<file path="config.mk">
export PLATFORM = sky130hd
export DESIGN_NAME = fetch_sequencer_flat
export DESIGN_NICKNAME = d
export VERILOG_FILES = /design/src/rtl/fetch_sequencer_pkg.sv /design/src/rtl/fetch_sequencer_if.sv /design/src/rtl/fetch_sequencer_mem_wait_timer.sv /design/src/rtl/fetch_sequencer.sv /design/src/flat_wrapper.sv
export SDC_FILE = /design/constraint.sdc
export NUM_CORES = 1
export LEC_CHECK = 0
export CORE_MARGIN = 4
export CORE_UTILIZATION = 42
export DETAILED_ROUTE_END_ITERATION = 8
export GPL_ROUTABILITY_DRIVEN = 0
export GPL_TIMING_DRIVEN = 0
export PLACE_DENSITY_LB_ADDON = 0.1
export REMOVE_ABC_BUFFERS = 1
export SETUP_SLACK_MARGIN = 0.1
export SYNTH_ARGS = -nofsm -noshare
export SYNTH_HDL_FRONTEND = slang
export SYNTH_SLANG_ARGS = --single-unit
</file>
<file path="constraint.sdc">
create_clock -name clk -period 2.7 [get_ports clk]
set_input_delay 0.27 -clock clk [delete_from_list [all_inputs] [get_ports clk]]
set_output_delay 0.27 -clock clk [all_outputs]
set_load 0.005 [all_outputs]
</file>
<file path="src/rtl/fetch_sequencer_pkg.sv">
// Shared LC-3b control types: fetch FSM states and PC mux select encodings.
// Imported by the fetch sequencer, its interface users and the bench.
package lc3b_types;

   typedef enum logic [2:0] {
      IDLE,
      ADDR,
      READ,
      LOADIR,
      DECODE
   } fetch_state_t;

   localparam logic PCMUX_PLUS2  = 1'b0;
   localparam logic PCMUX_TARGET = 1'b1;

endpackage

</file>
<file path="src/rtl/fetch_sequencer_if.sv">
// Handshake bundle between the fetch sequencer (master) and the datapath,
// cache read port and execute control (slave).
interface fetch_sequencer_if;

   logic load_pc;
   logic pcmux_sel;
   logic load_mar;
   logic load_mdr;
   logic mem_read;
   logic mem_resp;
   logic load_ir;
   logic dec_valid;
   logic exec_done;
   logic redirect;

   modport master (
      output load_pc, pcmux_sel, load_mar, load_mdr, mem_read, load_ir, dec_valid,
      input  mem_resp, exec_done, redirect
   );

   modport slave (
      input  load_pc, pcmux_sel, load_mar, load_mdr, mem_read, load_ir, dec_valid,
      output mem_resp, exec_done, redirect
   );

endinterface

</file>
<file path="src/rtl/fetch_sequencer_mem_wait_timer.sv">
// Counts READ cycles spent waiting on the memory; flags expiry on the
// LIMIT-th consecutive waiting cycle so the FSM can abandon the read.
module mem_wait_timer #(
   parameter int LIMIT = 256
) (
   input  logic clk,
   input  logic reset,
   input  logic i_clear,
   input  logic i_enable,
   output logic o_expired
);

   localparam int W = $clog2(LIMIT + 1);

   logic [W-1:0] r_count;

   // Expiry is combinational so the FSM reacts in the same cycle the limit is reached.
   assign o_expired = i_enable && (r_count == W'(LIMIT - 1));

   always_ff @(posedge clk) begin
      if (reset || i_clear) begin
         r_count <= '0;
      end else if (i_enable && !o_expired) begin
         r_count <= r_count + W'(1);
      end
   end

endmodule

</file>
<file path="src/rtl/fetch_sequencer.sv">
// LC-3b instruction fetch control: PC->MAR, memory read handshake, MDR->IR,
// then hands the instruction to execute and applies redirects on completion.
module fetch_sequencer
   import lc3b_types::*;
#(
   parameter int MEM_TIMEOUT = 256,
   parameter int CNT_W       = 32
) (
   input  logic                 clk,
   input  logic                 reset,
   input  logic                 i_run,
   fetch_sequencer_if.master    bus,
   output logic                 o_mem_err,
   output logic [CNT_W-1:0]     o_retired
);

   fetch_state_t r_state;
   logic         r_loadPc;
   logic         r_loadMar;
   logic         r_memRead;
   logic         r_loadIr;
   logic         r_decValid;
   logic         w_redirectLoad;
   logic         w_timerClear;
   logic         w_timerEnable;
   logic         w_timerExpired;

   assign w_redirectLoad = (r_state == DECODE) && bus.exec_done && bus.redirect;
   assign w_timerClear   = (r_state == ADDR);
   assign w_timerEnable  = (r_state == READ) && !bus.mem_resp;

   assign bus.load_pc   = r_loadPc | w_redirectLoad;
   assign bus.pcmux_sel = w_redirectLoad ? PCMUX_TARGET : PCMUX_PLUS2;
   assign bus.load_mar  = r_loadMar;
   assign bus.load_mdr  = (r_state == READ) && bus.mem_resp;
   assign bus.mem_read  = r_memRead;
   assign bus.load_ir   = r_loadIr;
   assign bus.dec_valid = r_decValid;

   mem_wait_timer #(
      .LIMIT (MEM_TIMEOUT)
   ) u_memWaitTimer (
      .clk       (clk),
      .reset     (reset),
      .i_clear   (w_timerClear),
      .i_enable  (w_timerEnable),
      .o_expired (w_timerExpired)
   );

   // Moore outputs are registered alongside the state, so each is set on the edge entering its state.
   always_ff @(posedge clk) begin
      if (reset) begin
         r_state    <= IDLE;
         r_loadPc   <= 1'b0;
         r_loadMar  <= 1'b0;
         r_memRead  <= 1'b0;
         r_loadIr   <= 1'b0;
         r_decValid <= 1'b0;
         o_mem_err  <= 1'b0;
         o_retired  <= '0;
      end else begin
         r_loadPc   <= 1'b0;
         r_loadMar  <= 1'b0;
         r_memRead  <= 1'b0;
         r_loadIr   <= 1'b0;
         r_decValid <= 1'b0;
         case (r_state)
            IDLE: begin
               if (i_run && !o_mem_err) begin
                  r_state   <= ADDR;
                  r_loadPc  <= 1'b1;
                  r_loadMar <= 1'b1;
               end
            end
            ADDR: begin
               r_state   <= READ;
               r_memRead <= 1'b1;
            end
            READ: begin
               if (bus.mem_resp) begin
                  r_state  <= LOADIR;
                  r_loadIr <= 1'b1;
               end else if (w_timerExpired) begin
                  r_state   <= IDLE;
                  o_mem_err <= 1'b1;
               end else begin
                  r_memRead <= 1'b1;
               end
            end
            LOADIR: begin
               r_state    <= DECODE;
               r_decValid <= 1'b1;
            end
            DECODE: begin
               if (bus.exec_done) begin
                  o_retired <= o_retired + CNT_W'(1);
                  if (i_run) begin
                     r_state   <= ADDR;
                     r_loadPc  <= 1'b1;
                     r_loadMar <= 1'b1;
                  end else begin
                     r_state <= IDLE;
                  end
               end else begin
                  r_decValid <= 1'b1;
               end
            end
            default: r_state <= IDLE;
         endcase
      end
   end

endmodule

</file>
<file path="src/flat_wrapper.sv">
// flat-port wrapper written by rule: the top's interface ports become plain ports
module fetch_sequencer_flat import lc3b_types::*;
#(
   parameter int MEM_TIMEOUT = 256,
   parameter int CNT_W       = 32
)
  (clk, reset, i_run, o_mem_err, o_retired, bus_load_pc, bus_pcmux_sel, bus_load_mar, bus_load_mdr, bus_mem_read, bus_load_ir, bus_dec_valid, bus_mem_resp, bus_exec_done, bus_redirect);
  fetch_sequencer_if bus_i ();
  input  logic clk;
  input  logic reset;
  input  logic i_run;
  output logic o_mem_err;
  output logic [CNT_W-1:0] o_retired;
  output wire logic [$bits(bus_i.load_pc)-1:0] bus_load_pc;
  output wire logic [$bits(bus_i.pcmux_sel)-1:0] bus_pcmux_sel;
  output wire logic [$bits(bus_i.load_mar)-1:0] bus_load_mar;
  output wire logic [$bits(bus_i.load_mdr)-1:0] bus_load_mdr;
  output wire logic [$bits(bus_i.mem_read)-1:0] bus_mem_read;
  output wire logic [$bits(bus_i.load_ir)-1:0] bus_load_ir;
  output wire logic [$bits(bus_i.dec_valid)-1:0] bus_dec_valid;
  input wire logic [$bits(bus_i.mem_resp)-1:0] bus_mem_resp;
  input wire logic [$bits(bus_i.exec_done)-1:0] bus_exec_done;
  input wire logic [$bits(bus_i.redirect)-1:0] bus_redirect;
  assign bus_load_pc = bus_i.load_pc;
  assign bus_pcmux_sel = bus_i.pcmux_sel;
  assign bus_load_mar = bus_i.load_mar;
  assign bus_load_mdr = bus_i.load_mdr;
  assign bus_mem_read = bus_i.mem_read;
  assign bus_load_ir = bus_i.load_ir;
  assign bus_dec_valid = bus_i.dec_valid;
  assign bus_i.mem_resp = bus_mem_resp;
  assign bus_i.exec_done = bus_exec_done;
  assign bus_i.redirect = bus_redirect;
  fetch_sequencer #(.MEM_TIMEOUT(MEM_TIMEOUT), .CNT_W(CNT_W)) u_core (.clk(clk), .reset(reset), .i_run(i_run), .bus(bus_i), .o_mem_err(o_mem_err), .o_retired(o_retired));
endmodule
</file>
==> metrics <==
crit end category primary output; reg2reg start u_core.r_state[2]; first-pass GRT wire length 9.33 mm; vias in the first global route 2,042; Site Rows 26; max_cap viols 0; Data required, critical path 2430 ps; reg2reg end u_core.o_retired[18]; post-place setup slack -188 ps; Setup WS post-layout 289 ps; Leakage 0.892 nW; Root Driver clkbuf_8; worst hold start u_core.u_memWaitTimer.r_count[7]; Tmin final 2410 ps; CTS buffer count 5; DP HPWL 3.62 mm; I/O pin total 46; WL/cell 13.7 um; maximum VDD drop 264 uV; Clock Skews 5.28 ps; mapped cell area 2350 sq um; worst r2r path cells 4; Yosys cell types 39; Max stage delay on crit path 560 ps; fin cells 387; fin crit share 89.3%; Hold WC Path Type register to register; Fillers 511; DR vias/cell 5.55; die height 82.9 um; # DRC 0; Final Power 1.29 mW; diode count 0; Starting Density 44.7%; CTS Buffer Depth 2; Die ar. 6870 sq um; DRT iter0 DRCs 113; yosys warns 0; area of the core 5270 sq um; CP startpoint kind input port; P&R area growth vs syn 23.8%; hold bufs inserted after CTS 0; Pwr per Cell Area 442 nW/um^2; Layout Nets 325; clock latency on the worst-skew pair 300 ps; total grt overflow 0; CP Class input port to primary output; CTS tree built; CP max-delay cell clkdlybuf4s50_1; Port Buf Inserts 45; placed cell count 379; Yosys reg bits 49; Mean Syn Cell Area 8.44 sq um; initial antenna violation count 0; status finished, final reports clean; H-tree Lvls 2; clock sinks 49; Critical Path, Cell by Cell clkdlybuf4s50_1 -> nor4bb_4 -> and2_1 -> or2_2 -> clkdlybuf4s50_1; WHS Path Cells 2; Final Hold Viols 0; unrepaired setup endpoints after global routing yes; Hold Path Sink u_core.u_memWaitTimer.r_count[7]; WL final 5.29 mm; relative slew slack 46.1%; commonest non-fill, non-tap cell in the layout dfxtp_1; most frequent cells in the layout dfxtp_1, clkdlybuf4s50_1, a21oi_1; GRT Total Usage 15.7%; Pre-antenna DRT Iters 4; worst-margin pin slew 809 ps; Seq/Total Area, Yosys 41.7%; Max Fclk 0.415 GHz; Post-Synthesis Cells 279; final number of max-transition violations 0; WHS 497 ps; final setup violation count 0; Worst EP arrival 2140 ps; Die X 82.9 um; DRT antenna net count 0; layout cells sized above 1 4.73%; vias 2,147; Clk pin slew, worst setup/hold paths 80 ps; Max Fanout on Critical Path 7; Worst R2R Setup Slack 360 ps; pin count of the biggest net entering global routing 45; Crit path top cell by count clkdlybuf4s50_1
-- logic make-up (layout without fill, tap and decap cells) --
| logic type | after synthesis | after routing | share of synthesized area, % |
|---|---|---|---|
| and+or+nand+nor | 128 | 128 | 31.4 |
| DFF | 49 | 49 | 41.7 |
| muxes | 2 | 2 | 0.903 |
| adders and majority gates | 3 | 3 | 1.59 |
| AOI/OAI and AO/OA | 57 | 57 | 14.2 |
| xor gates and xnor gates | 14 | 14 | 5.21 |
| buffers and inverters | 26 | 64 | 4.99 |
-- state kept, by name, summed over array words and instances, names as in the netlist --
register / flops
u_core.r_loadPc: 1
u_core.bus.mem_read: 1
u_core.r_state: 3
u_core.o_retired: 32
u_core.u_memWaitTimer.r_count: 9
u_core.bus.load_ir: 1
u_core.o_mem_err: 1
u_core.bus.dec_valid: 1
-- worst max path at each step --
stage                       from                    to  slack, ps  cells after the start
4_1_cts            bus_exec_done           bus_load_pc         80                      5
6_report           bus_exec_done           bus_load_pc        290                      5
2_1_floorplan  u_core.r_state[2]  u_core.o_retired[21]        600                      4
3_3_place_gp       bus_exec_done           bus_load_pc       -220                      5
3_5_place_dp       bus_exec_done           bus_load_pc       -190                      5
5_1_grt        u_core.r_state[1]          bus_load_mdr         90                      3
-- layer usage --
layer  wire length, um  vias up  share of wire [%]  global-route usage, %
met2              2410       43                 46                   25.7
met3               209        6                3.9                   4.36
met1              2600     1000                 49                   20.5
li1                  -     1098                  -                      -
met5                 0        -                  0                      0
met4                65        0                1.2                   3.86
-- what timing repair did --
action / 4_1_cts / 5_1_grt
setup buffers: 0 / 0
gates resized for setup: 2 / 2
setup endpoints to repair: 3 / 6
endpoints found under the hold margin: 0 / 0
-- worst max-delay path, delay by kind of cell --
kind	cells	cell delay, ps
buffers and inverters	2	1050
AND/OR/NAND/NOR	3	820
-- synthesized netlist by cell type, drive strengths merged --
master / count / area share, %
or3: 7 / 1.9
nand4bb: 5 / 2.4
clkbuf: 9 / 1.4
o41ai: 5 / 1.9
or2: 4 / 1.1
nand3: 15 / 3.2
xnor2: 6 / 2.2
nor3: 4 / 0.85
nor2b: 4 / 1.1
nor4bb: 1 / 0.43
nor4: 6 / 1.6
o21ai: 10 / 2.1
mux2: 1 / 0.48
buf: 6 / 1.8
mux2i: 1 / 0.43
nand2b: 3 / 0.80
and4: 2 / 0.74
nor3b: 1 / 0.32
ha: 3 / 1.6
xor2: 8 / 3.0
and2: 3 / 0.80
or4: 16 / 5.3
inv: 11 / 1.8
nand4: 6 / 1.6
o31ai: 10 / 3.2
nand4b: 2 / 0.74
nand2: 20 / 3.2
nor2: 23 / 3.7
dfxtp: 49 / 42
and4b: 1 / 0.43
or3b: 1 / 0.37
and3: 4 / 1.1
a31oi: 2 / 0.53
a21oi: 29 / 6.2
a311oi: 1 / 0.37
-- final cells by class --
| cell class | instances | area, sq um | share of cell area, % |
|---|---|---|---|
| tap | 70 | 87.6 | 3.00 |
| multi-input combinational | 204 | 1280 | 43.9 |
| sequential | 49 | 981 | 33.6 |
| inverter | 11 | 41.3 | 1.42 |
| timing repair buffer | 45 | 445 | 15.3 |
| clock buffer | 8 | 80.1 | 2.75 |
-- power breakdown --
group,switching [mW],internal [mW],leakage [nW]
clock,0.235,0.185,0.0395
combinational,0.0581,0.0500,0.457
sequential,0.0233,0.738,0.395
total,0.317,0.973,0.892
-- through the flow --
step	setup TNS [ps]	area [sq um]	utilization, %
2_1_floorplan	0	2280	-
3_3_place_gp	-728	2820	53.4
3_5_place_dp	-512	2810	53.3
4_1_cts	0	2900	55.1
5_1_grt	0	2920	55.3
6_report	0	2920	55.3
No activity file was read; power rests on OpenSTA's default activity.
